## src/rtl/mapa_pkg.sv

```systemverilog
// mapa_pkg: shared constants, types and state encoding for the map-selection
// and matrix-scan controller of the 7x5 LED matrix game.
// Ports: none (package).

package mapa_pkg;

  localparam int NUM_MAPAS  = 8;
  localparam int NUM_COLS   = 5;
  localparam int NUM_LINHAS = 7;

  typedef logic [$clog2(NUM_MAPAS)-1:0] sel_t;
  typedef logic [$clog2(NUM_COLS)-1:0]  col_idx_t;
  typedef logic [NUM_LINHAS-1:0]        coluna_t;

  // Two-state controller; kept as plain constants so legacy code can share them.
  localparam logic [0:0] SELECAO = 1'b0;
  localparam logic [0:0] JOGO    = 1'b1;

  // Index of the column that follows idx in the left-rotating scan.
  function automatic col_idx_t prox_col(input col_idx_t idx);
    if (idx == col_idx_t'(NUM_COLS - 1)) begin
      return '0;
    end
    return idx + col_idx_t'(1);
  endfunction

endpackage

```

## src/rtl/detector_borda.sv

```systemverilog
// detector_borda: 2-flop synchronizer followed by a rising-edge detector that
// turns each button press into exactly one single-cycle pulse.
// Ports: clk, reset (async, active-high), i_btn (async level), o_pulso (1-cycle event).

module detector_borda (
  input  logic clk,
  input  logic reset,
  input  logic i_btn,
  output logic o_pulso
);

  logic       r_s1;
  logic       r_s2;
  logic       r_ant;
  logic [1:0] r_aquec;

  always_ff @(posedge clk or posedge reset) begin
    if (reset) begin
      r_s1    <= 1'b0;
      r_s2    <= 1'b0;
      r_ant   <= 1'b0;
      r_aquec <= 2'd0;
    end else begin
      r_s1  <= i_btn;
      r_s2  <= r_s1;
      r_ant <= r_s2;
      if (r_aquec != 2'd3) begin
        r_aquec <= r_aquec + 2'd1;
      end
    end
  end

  // The edge is only trusted once r_ant holds a level actually sampled from
  // the pin (three edges after reset release). Before that, r_ant still holds
  // the cleared value, and a button held through reset would look like a press.
  assign o_pulso = r_s2 & ~r_ant & (r_aquec == 2'd3);

endmodule

```

## src/rtl/controle_mapa.sv

```systemverilog
// controle_mapa: map-selection FSM (next/previous/confirm/restart buttons) that
// drives sel into seletor_mapa and captures the chosen map on confirm, plus a
// column-by-column scan of the live preview (SELECAO) or locked map (JOGO).
// Ports: clk, reset (async high), btn_prox/btn_ant/btn_conf/btn_reini (async
//   levels), mapa0..mapa4 (column data for current sel) -> sel, travado,
//   inicio (1-cycle lock pulse), mapa_salvo {mapa4..mapa0}, col (one-hot),
//   linha (row data of the active column).

module controle_mapa
  import mapa_pkg::*;
#(
  parameter int SCAN_DIV = 4
) (
  input  logic                             clk,
  input  logic                             reset,
  input  logic                             btn_prox,
  input  logic                             btn_ant,
  input  logic                             btn_conf,
  input  logic                             btn_reini,
  input  logic [NUM_LINHAS-1:0]            mapa0,
  input  logic [NUM_LINHAS-1:0]            mapa1,
  input  logic [NUM_LINHAS-1:0]            mapa2,
  input  logic [NUM_LINHAS-1:0]            mapa3,
  input  logic [NUM_LINHAS-1:0]            mapa4,
  output logic [$clog2(NUM_MAPAS)-1:0]     sel,
  output logic                             travado,
  output logic                             inicio,
  output logic [NUM_COLS*NUM_LINHAS-1:0]   mapa_salvo,
  output logic [NUM_COLS-1:0]              col,
  output logic [NUM_LINHAS-1:0]            linha
);

  localparam int DIV_W = (SCAN_DIV > 1) ? $clog2(SCAN_DIV) : 1;

  if (SCAN_DIV < 2) begin : g_scan_div_invalido
    $error("controle_mapa: SCAN_DIV must be at least 2");
  end

  // Button events
  logic w_prox;
  logic w_ant;
  logic w_conf;
  logic w_reini;

  detector_borda u_det_prox (
    .clk     (clk),
    .reset   (reset),
    .i_btn   (btn_prox),
    .o_pulso (w_prox)
  );

  detector_borda u_det_ant (
    .clk     (clk),
    .reset   (reset),
    .i_btn   (btn_ant),
    .o_pulso (w_ant)
  );

  detector_borda u_det_conf (
    .clk     (clk),
    .reset   (reset),
    .i_btn   (btn_conf),
    .o_pulso (w_conf)
  );

  detector_borda u_det_reini (
    .clk     (clk),
    .reset   (reset),
    .i_btn   (btn_reini),
    .o_pulso (w_reini)
  );

  // Selection FSM, sel counter and capture register
  logic [0:0]                         r_estado;
  sel_t                               r_sel;
  logic                               r_travado;
  logic                               r_inicio;
  logic [NUM_COLS*NUM_LINHAS-1:0]     r_salvo;
  logic [NUM_COLS*NUM_LINHAS-1:0]     w_mapa_vivo;

  assign w_mapa_vivo = {mapa4, mapa3, mapa2, mapa1, mapa0};

  always_ff @(posedge clk or posedge reset) begin
    if (reset) begin
      r_estado  <= SELECAO;
      r_sel     <= '0;
      r_travado <= 1'b0;
      r_inicio  <= 1'b0;
      r_salvo   <= '0;
    end else begin
      r_inicio <= 1'b0;
      case (r_estado)
        SELECAO: begin
          // Confirm wins over navigation; sel is frozen on the capture cycle
          // so mapa_salvo matches the sel that is left on display.
          if (w_conf) begin
            r_salvo   <= w_mapa_vivo;
            r_travado <= 1'b1;
            r_inicio  <= 1'b1;
            r_estado  <= JOGO;
          end else if (w_prox && !w_ant) begin
            r_sel <= r_sel + sel_t'(1);
          end else if (w_ant && !w_prox) begin
            r_sel <= r_sel - sel_t'(1);
          end
        end
        JOGO: begin
          if (w_reini) begin
            r_travado <= 1'b0;
            r_estado  <= SELECAO;
          end
        end
        default: r_estado <= SELECAO;
      endcase
    end
  end

  // Column scan
  logic [DIV_W-1:0]     r_div;
  col_idx_t             r_idx;
  logic [NUM_COLS-1:0]  r_col;
  coluna_t              r_linha;

  logic                 w_wrap;
  col_idx_t             w_idx_prox;
  coluna_t              w_vivo_col  [NUM_COLS];
  coluna_t              w_salvo_col [NUM_COLS];
  coluna_t              w_dado_prox;

  assign w_wrap     = (r_div == DIV_W'(SCAN_DIV - 1));
  assign w_idx_prox = prox_col(r_idx);

  always_comb begin
    for (int c = 0; c < NUM_COLS; c++) begin
      w_vivo_col[c]  = w_mapa_vivo[c*NUM_LINHAS +: NUM_LINHAS];
      w_salvo_col[c] = r_salvo[c*NUM_LINHAS +: NUM_LINHAS];
    end
  end

  // Source is chosen by the state at load time, so a lock/unlock only shows
  // up at the next column boundary and linha never changes mid-column.
  always_comb begin
    w_dado_prox = w_vivo_col[w_idx_prox];
    if (r_estado == JOGO) begin
      w_dado_prox = w_salvo_col[w_idx_prox];
    end
  end

  // The scan is free-running: only reset touches it, never the FSM.
  always_ff @(posedge clk or posedge reset) begin
    if (reset) begin
      r_div   <= '0;
      r_idx   <= '0;
      r_col   <= NUM_COLS'(1);
      r_linha <= '0;
    end else if (w_wrap) begin
      r_div   <= '0;
      r_idx   <= w_idx_prox;
      r_col   <= {r_col[NUM_COLS-2:0], r_col[NUM_COLS-1]};
      r_linha <= w_dado_prox;
    end else begin
      r_div <= r_div + DIV_W'(1);
    end
  end

  assign sel        = r_sel;
  assign travado    = r_travado;
  assign inicio     = r_inicio;
  assign mapa_salvo = r_salvo;
  assign col        = r_col;
  assign linha      = r_linha;

endmodule

```

## config.mk

```make
export PLATFORM = sky130hd
export DESIGN_NAME = controle_mapa
export DESIGN_NICKNAME = d
export VERILOG_FILES = /design/src/rtl/mapa_pkg.sv /design/src/rtl/detector_borda.sv /design/src/rtl/controle_mapa.sv
export SDC_FILE = /design/constraint.sdc
export NUM_CORES = 1
export LEC_CHECK = 0
export ABC_AREA = 1
export BUFFER_PORTS_ARGS = -buffer_cell sky130_fd_sc_hd__buf_4
export CAP_MARGIN = 20
export CORE_MARGIN = 2
export CORE_UTILIZATION = 45
export CTS_BUF_LIST = sky130_fd_sc_hd__clkbuf_16
export CTS_CLUSTER_DIAMETER = 30
export CTS_CLUSTER_SIZE = 10
export DETAILED_ROUTE_END_ITERATION = 16
export PLACE_DENSITY = 0.76
export SYNTH_ARGS = -nofsm -noshare
export SYNTH_HDL_FRONTEND = slang
export SYNTH_SLANG_ARGS = --single-unit
```

## constraint.sdc

```tcl
create_clock -name clk -period 2.85 [get_ports clk]
set_clock_uncertainty 0.1 [all_clocks]
set_input_delay 0.57 -clock clk [delete_from_list [all_inputs] [get_ports clk]]
set_output_delay 0.57 -clock clk [all_outputs]
set_load 0.05 [all_outputs]
```

### Yosys cells after proc, flatten, opt, wreduce, memory -nomap -nowiden

Index checks and enable logic that the tools add are counted.

| operators by class | value |
|---|---|
| $lt $le $gt $ge | 1 |
| bitwise operators | 15 |
| shift operators | 0 |
| mux-type cells | 20 |
| div/mod/pow operators | 0 |
| reductions and logical operators | 8 |
| multipliers | 0 |
| equal/unequal tests | 12 |
| add/sub/neg operators | 8 |

Operator list:

| operator | count |
|---|---|
| 7-bit binary-select mux with 3-bit select | 2 |
| 7-bit two-way mux | 5 |
| 3-bit two-way mux | 4 |
| 2-bit by 1-bit adder with 2-bit output (second input constant) | 5 |
| 2-bit == test (second input constant) | 5 |
| 1-bit bitwise AND | 8 |
| 2-bit != test (second input constant) | 4 |
| 3-bit by 1-bit adder with 3-bit output (second input constant) | 2 |
| 1-bit two-way mux | 6 |
| 1-bit inverter | 6 |
| 4-bit >= comparator (second input constant) | 1 |
| 2-bit by 1-bit != test with 1-bit output (second input constant) | 2 |
| 3-bit inverter with 4-bit output | 1 |
| 1-bit case mux with 2 select lines | 2 |
| 2-bit AND reduction | 2 |
| 3-bit == test (second input constant) | 1 |
| 3-bit AND reduction | 1 |
| 3-bit by 1-bit subtractor with 3-bit output (second input constant) | 1 |
| 1-bit logical AND | 2 |
| 1-bit zero test | 2 |
| 2-bit two-way mux | 1 |
| 2-bit nonzero test | 1 |

| word-level totals | value |
|---|---|
| logic and storage cells | 89 |
| register bits | 78 |
| bits in writable memories | 0 |
| input port bits | 41 |
| output and inout port bits | 52 |
| ROM bits | 0 |
| memories kept | 0 |
| bits in latches | 0 |

### Longest topological paths before layout

| depth | value |
|---|---|
| word-level depth | 8 |
| gate-level depth with buffers | 13 |
| depth with buffers taken out | 11 |

### Modules after synthesis

From an unflattened synthesis, not the netlist that was laid out.

| unflattened totals | value |
|---|---|
| cell total of the unflattened synthesis | 470 |
| area total of the unflattened synthesis | 3801.1 um2 |

Modules (own cells, without submodules):

| module | area each (um2) | cells an instance | seq. area each (um2) | times used |
|---|---|---|---|---|
| controle_mapa | 3085.5 | 402 | 1452.6 | 1 |
| detector_borda | 178.9 | 17 | 125.1 | 4 |

### Worst setup path before layout

OpenSTA, ideal clock, no wires.

| timing path | value |
|---|---|
| path type | reg-to-reg |
| start | register u_det_prox.r_aquec[0] |
| end | register r_sel[2] (netlist: sel[2]) |
| data arrival time | 1.675 ns |
| stages on the path, launching flop included | 10 |
| required time | 2.610 ns |
| setup slack | 0.935 ns |
| cells stage by stage | dfrtp_1 ha_1 nand2_1 nor2_1 ha_1 inv_1 fa_1 or2_2 nand3_1 xnor2_1 |

| between the ends | value |
|---|---|
| longest elaborated chain between the ends | 6 |
| elaborated cells on any way between the ends | 8 |
| classes of those cells | 1 x eq/ne; 1 x mux; 1 x bitwise; 5 x reduce/logical |

RTL lines:

| element | line | text |
|---|---|---|
| start: declaration | detector_borda.sv:15 | `logic [1:0] r_aquec;` |
| start signal: assignment | detector_borda.sv:28 | `r_aquec <= r_aquec + 2'd1;` |
| 2-bit == test * | detector_borda.sv:36 | `assign o_pulso = r_s2 & ~r_ant & (r_aquec == 2'd3);` |
| 1-bit bitwise AND * | detector_borda.sv:36 |  |
| 1-bit zero test | controle_mapa.sv:103 | `end else if (w_ant && !w_prox) begin` |
| 1-bit logical AND | controle_mapa.sv:103 |  |
| 2-bit nonzero test (no source line) | -- |  |
| 3-bit AND reduction (no source line) | -- |  |
| end signal: assignment | controle_mapa.sv:102 | `r_sel <= r_sel + sel_t'(1);` |
| end signal: assignment | controle_mapa.sv:104 | `r_sel <= r_sel - sel_t'(1);` |
| end: declaration | controle_mapa.sv:75 | `sel_t r_sel;` |

Every way passes the cells marked *; elsewhere a longest branch is shown, timed or not.
A chain may end at the register's enable or synchronous reset.

### Final worst setup path

| timing path | value |
|---|---|
| start | register r_idx[0] |
| end | register r_linha[5] (netlist: linha[5]) |

| between the ends | value |
|---|---|
| longest elaborated chain between the ends | 8 |
| elaborated cells on any way between the ends | 12 |
| classes of those cells | 1 x add/sub; 1 x eq/ne; 9 x mux; 1 x bitwise |

RTL lines:

| element | line | text |
|---|---|---|
| start: declaration | controle_mapa.sv:120 | `col_idx_t r_idx;` |
| start signal: assignment | controle_mapa.sv:158 | `r_idx <= w_idx_prox;` |
| branches (longest 2 deep; another with 3-bit by 1-bit adder with 3-bit output) | -- |  |
| 3-bit two-way mux * | mapa_pkg.sv:24 | `return idx + col_idx_t'(1);` |
| 3-bit inverter with 4-bit output (not written as such) * | controle_mapa.sv:143, controle_mapa.sv:145 |  |
| 7-bit binary-select mux with 3-bit select, on equally long branches | controle_mapa.sv:143, controle_mapa.sv:145 |  |
| 7-bit two-way mux, on equally long branches (2 in series) | controle_mapa.sv:143, controle_mapa.sv:145 |  |
| 7-bit two-way mux * | controle_mapa.sv:144 | `if (r_estado == JOGO) begin` |
| end signal: assignment | controle_mapa.sv:160 | `r_linha <= w_dado_prox;` |
| end: declaration | controle_mapa.sv:122 | `coluna_t r_linha;` |

Mark *: on every way between the ends. The select of a mux whose other input is x is not followed.

==> summary.md <==
| Metric | Value |
|---|---|
| Tightest Pin Transition | `0.856 ns` |
| Synth warnings | `0` |
| Area leader, netlist | `dfrtp_1` |
| Resized cells post-CTS | `0` |
| TritonCTS Buffers | `9` |
| Routed wire length per instance | `13.5 um` |
| Average cell area after synthesis | `8.20 um2` |
| Core Box Area | `8220 um2` |
| Routability cong. | `0.819` |
| Share of cells above drive strength 1 | `22.9%` |
| Most used flip-flop cell after synthesis | `dfrtp_1` |
| Initial DRC Count | `149` |
| Clk buf depth | `2` |
| RSZ-0062 raised after global routing | `no` |
| Placed Cells | `644` |
| Area contributors post-synth | `dfrtp_1 (51%), nand2_1 (13%), inv_1 (6.8%)` |
| WP data required | `3.00 ns` |
| Post-DP HPWL | `6610 um` |
| Netlist Area Pre-Place | `3800 um2` |
| Non-Filler Instances | `660` |
| Critical path fanouts, max | `30` |
| Fin Hold WS | `0.217 ns` |
| CTS H-tree depth | `3` |
| Initial antenna violation count | `0` |
| Tcrit/Tclk final | `80.7%` |
| Worst VDD drop | `0.000374 V` |
| Setup ws final | `0.549 ns` |
| Post-CTS Setup Bufs | `0` |
| Leak | `2.59 nW` |
| Most common cell in the netlist | `nand2_1` |
| Seq/Total Area, Yosys | `51.3%` |
| Pre-CTS setup slack | `0.622 ns` |
| Vias after detailed routing | `3236` |
| TritonCTS Sinks | `78` |
| # setup viols final | `0` |
| I/O pins | `93` |
| Antenna Nets Post-Route | `0` |
| Crit Path Class | `flop to flop` |
| Seq cells post-synth | `78` |
| Largest net degree at the start of global routing | `73` |
| First-pass GRT wire length | `14600 um` |
| Worst skew pair latency | `0.33 ns` |
| Setup tns final | `0 ns` |
| Die area | `9210 um2` |
| Worst slew margin | `42.8%` |
| Die width | `96.0 um` |
| FP Rows | `33` |
| Synth unique cells | `24` |
| GRT Overall Usage | `20.6%` |
| CTS clock-pin slew for the worst setup and hold paths | `0.07 ns` |
| Pwr/cell area | `843 nW/um2` |
| Final Max Slew Viols | `0` |
| Most instantiated cells after synthesis | `nand2_1 (136), dfrtp_1 (77), inv_1 (69)` |
| Drt via density | `4.90` |
| Post-CTS Hold Fix Bufs | `0` |
| Mapped Cells | `464` |
| Remaining Overflow, GRT | `0` |
| Root Driver | `clkbuf_16` |
| DRC viols | `0` |
| CP endpoint kind | `flop` |
| Area growth syn-to-layout | `28.6%` |
| Port bufs | `92` |
| Final #Nets | `600` |
| # diodes | `0` |
| Number of synthesized flops with an enable pin | `0` |
| Critical path launch point type | `flop` |
| Crit path DAT | `2.45 ns` |
| Pre-antenna DRT Iters | `4` |
| Vias in the first global route | `3140` |
| Worst hold path class | `input port to asynchronous set/reset pin` |
| Fmax | `0.435 GHz` |
| Final hold violation count | `0` |
| Initial core utilization | `46.3%` |
| Utilization after layout | `59.6%` |
| FILL cells | `727` |
| MaxCap Viol Count | `0` |
| Synth async-reset ratio | `100%` |
| CTS tree | `done` |
| WL final | `8940 um` |
| Outcome | `finished, final reports clean` |
| Fin crit period | `2.30 ns` |
| Die Ht | `96.0 um` |
| Post-synth top area share | `50.6%` |
| Mapped Nets | `514` |
-- layout make-up --
| type | instances | area (um2) | share of cell area [%] |
|---|---|---|---|
| well taps | 105 | 131 | 2.68 |
| clock buffers | 9 | 225 | 4.60 |
| repair buffers | 98 | 761 | 15.5 |
| clock inverters | 7 | 85.1 | 1.74 |
| inverters | 69 | 260 | 5.32 |
| flip-flops and latches | 78 | 1950 | 39.9 |
| multi-input cells | 294 | 1480 | 30.2 |
-- power breakdown --
part           internal, mW  switching (mW)  leakage [nW]  total, mW
clock                 0.698           0.484         0.153       1.18
sequential             1.30           0.172         0.927       1.47
combinational         0.455            1.01          1.51       1.47
-- registers in the layout, summed over array words and instances, names as in the netlist, 2 cells and up --
register             count
r_idx                    3
u_det_reini.r_aquec      2
r_div                    2
sel                      3
mapa_salvo              35
u_det_prox.r_aquec       2
linha                    7
col                      5
u_det_ant.r_aquec        2
u_det_conf.r_aquec       2
-- per-stage QoR --
stage	instance area [um2]	total power, mW
after floorplan	3800	2.47
after global placement	4580	2.93
after detailed placement	4580	2.97
after CTS	4890	4.16
after global routing	4890	4.34
final	4890	4.12
-- layout by cell type, fill, tap and decap left out, types with 2 or more instances in the layout --
cell type / count
nand2_1: 135
buf_12: 2
inv_6: 4
a21oi_1: 15
xnor2_1: 5
nor2_1: 11
nand3_1: 50
dfrtp_1: 77
ha_1: 8
nand3b_1: 8
mux2_2: 4
nand2_2: 3
buf_4: 96
o21ai_0: 47
clkbuf_16: 9
inv_1: 68
-- final timing paths --
check / startpoint / endpoint / slack, ns / cells past startpoint
max: r_idx[0]$_DFFE_PP0P_ / linha[5]$_DFFE_PP0P_ / 0.55 / 10
min: reset / sel[1]$_DFFE_PP0P_ / 0.22 / 2
max reg2reg: r_idx[0]$_DFFE_PP0P_ / linha[5]$_DFFE_PP0P_ / 0.55 / 10
min reg2reg: u_det_conf.r_s1$_DFF_PP0_ / u_det_conf.r_s2$_DFF_PP0_ / 0.25 / 0
max in group asynchronous: reset / mapa_salvo[17]$_DFFE_PP0P_ / 1.80 / 3
min in group clk: btn_conf / u_det_conf.r_s1$_DFF_PP0_ / 0.24 / 1
-- logic make-up (layout without fill, tap and decap cells) --
logic type / Yosys count / after routing / share of synthesized area, %
and+or+nand+nor: 210 / 210 / 23.7
buffers and inverters: 92 / 183 / 9.87
DFF: 78 / 78 / 51.3
AOI/OAI and AO/OA: 65 / 65 / 9.34
adders and majority gates: 9 / 9 / 3.16
xor gates and xnor gates: 6 / 6 / 1.38
muxes: 4 / 4 / 1.18
-- critical path: stages, from the launching register on --
cell	delay, ns
dfrtp_1	0.40
inv_1	0.08
buf_4	0.30
nand2_1	0.59
nand2_1	0.20
nand3_1	0.08
nand2_1	0.09
nand2_1	0.05
nand2_1	0.09
nand2_1	0.08
a21oi_1	0.16
-- per-layer routing --
layer | GRT usage (%) | share of wire [%]
met2 | 33.2 | 50
met3 | 4.54 | 4.9
met1 | 28.0 | 44
met4 | 5.83 | 1.3
met5 | 0 | 0
(Power assumes the default switching activity.)
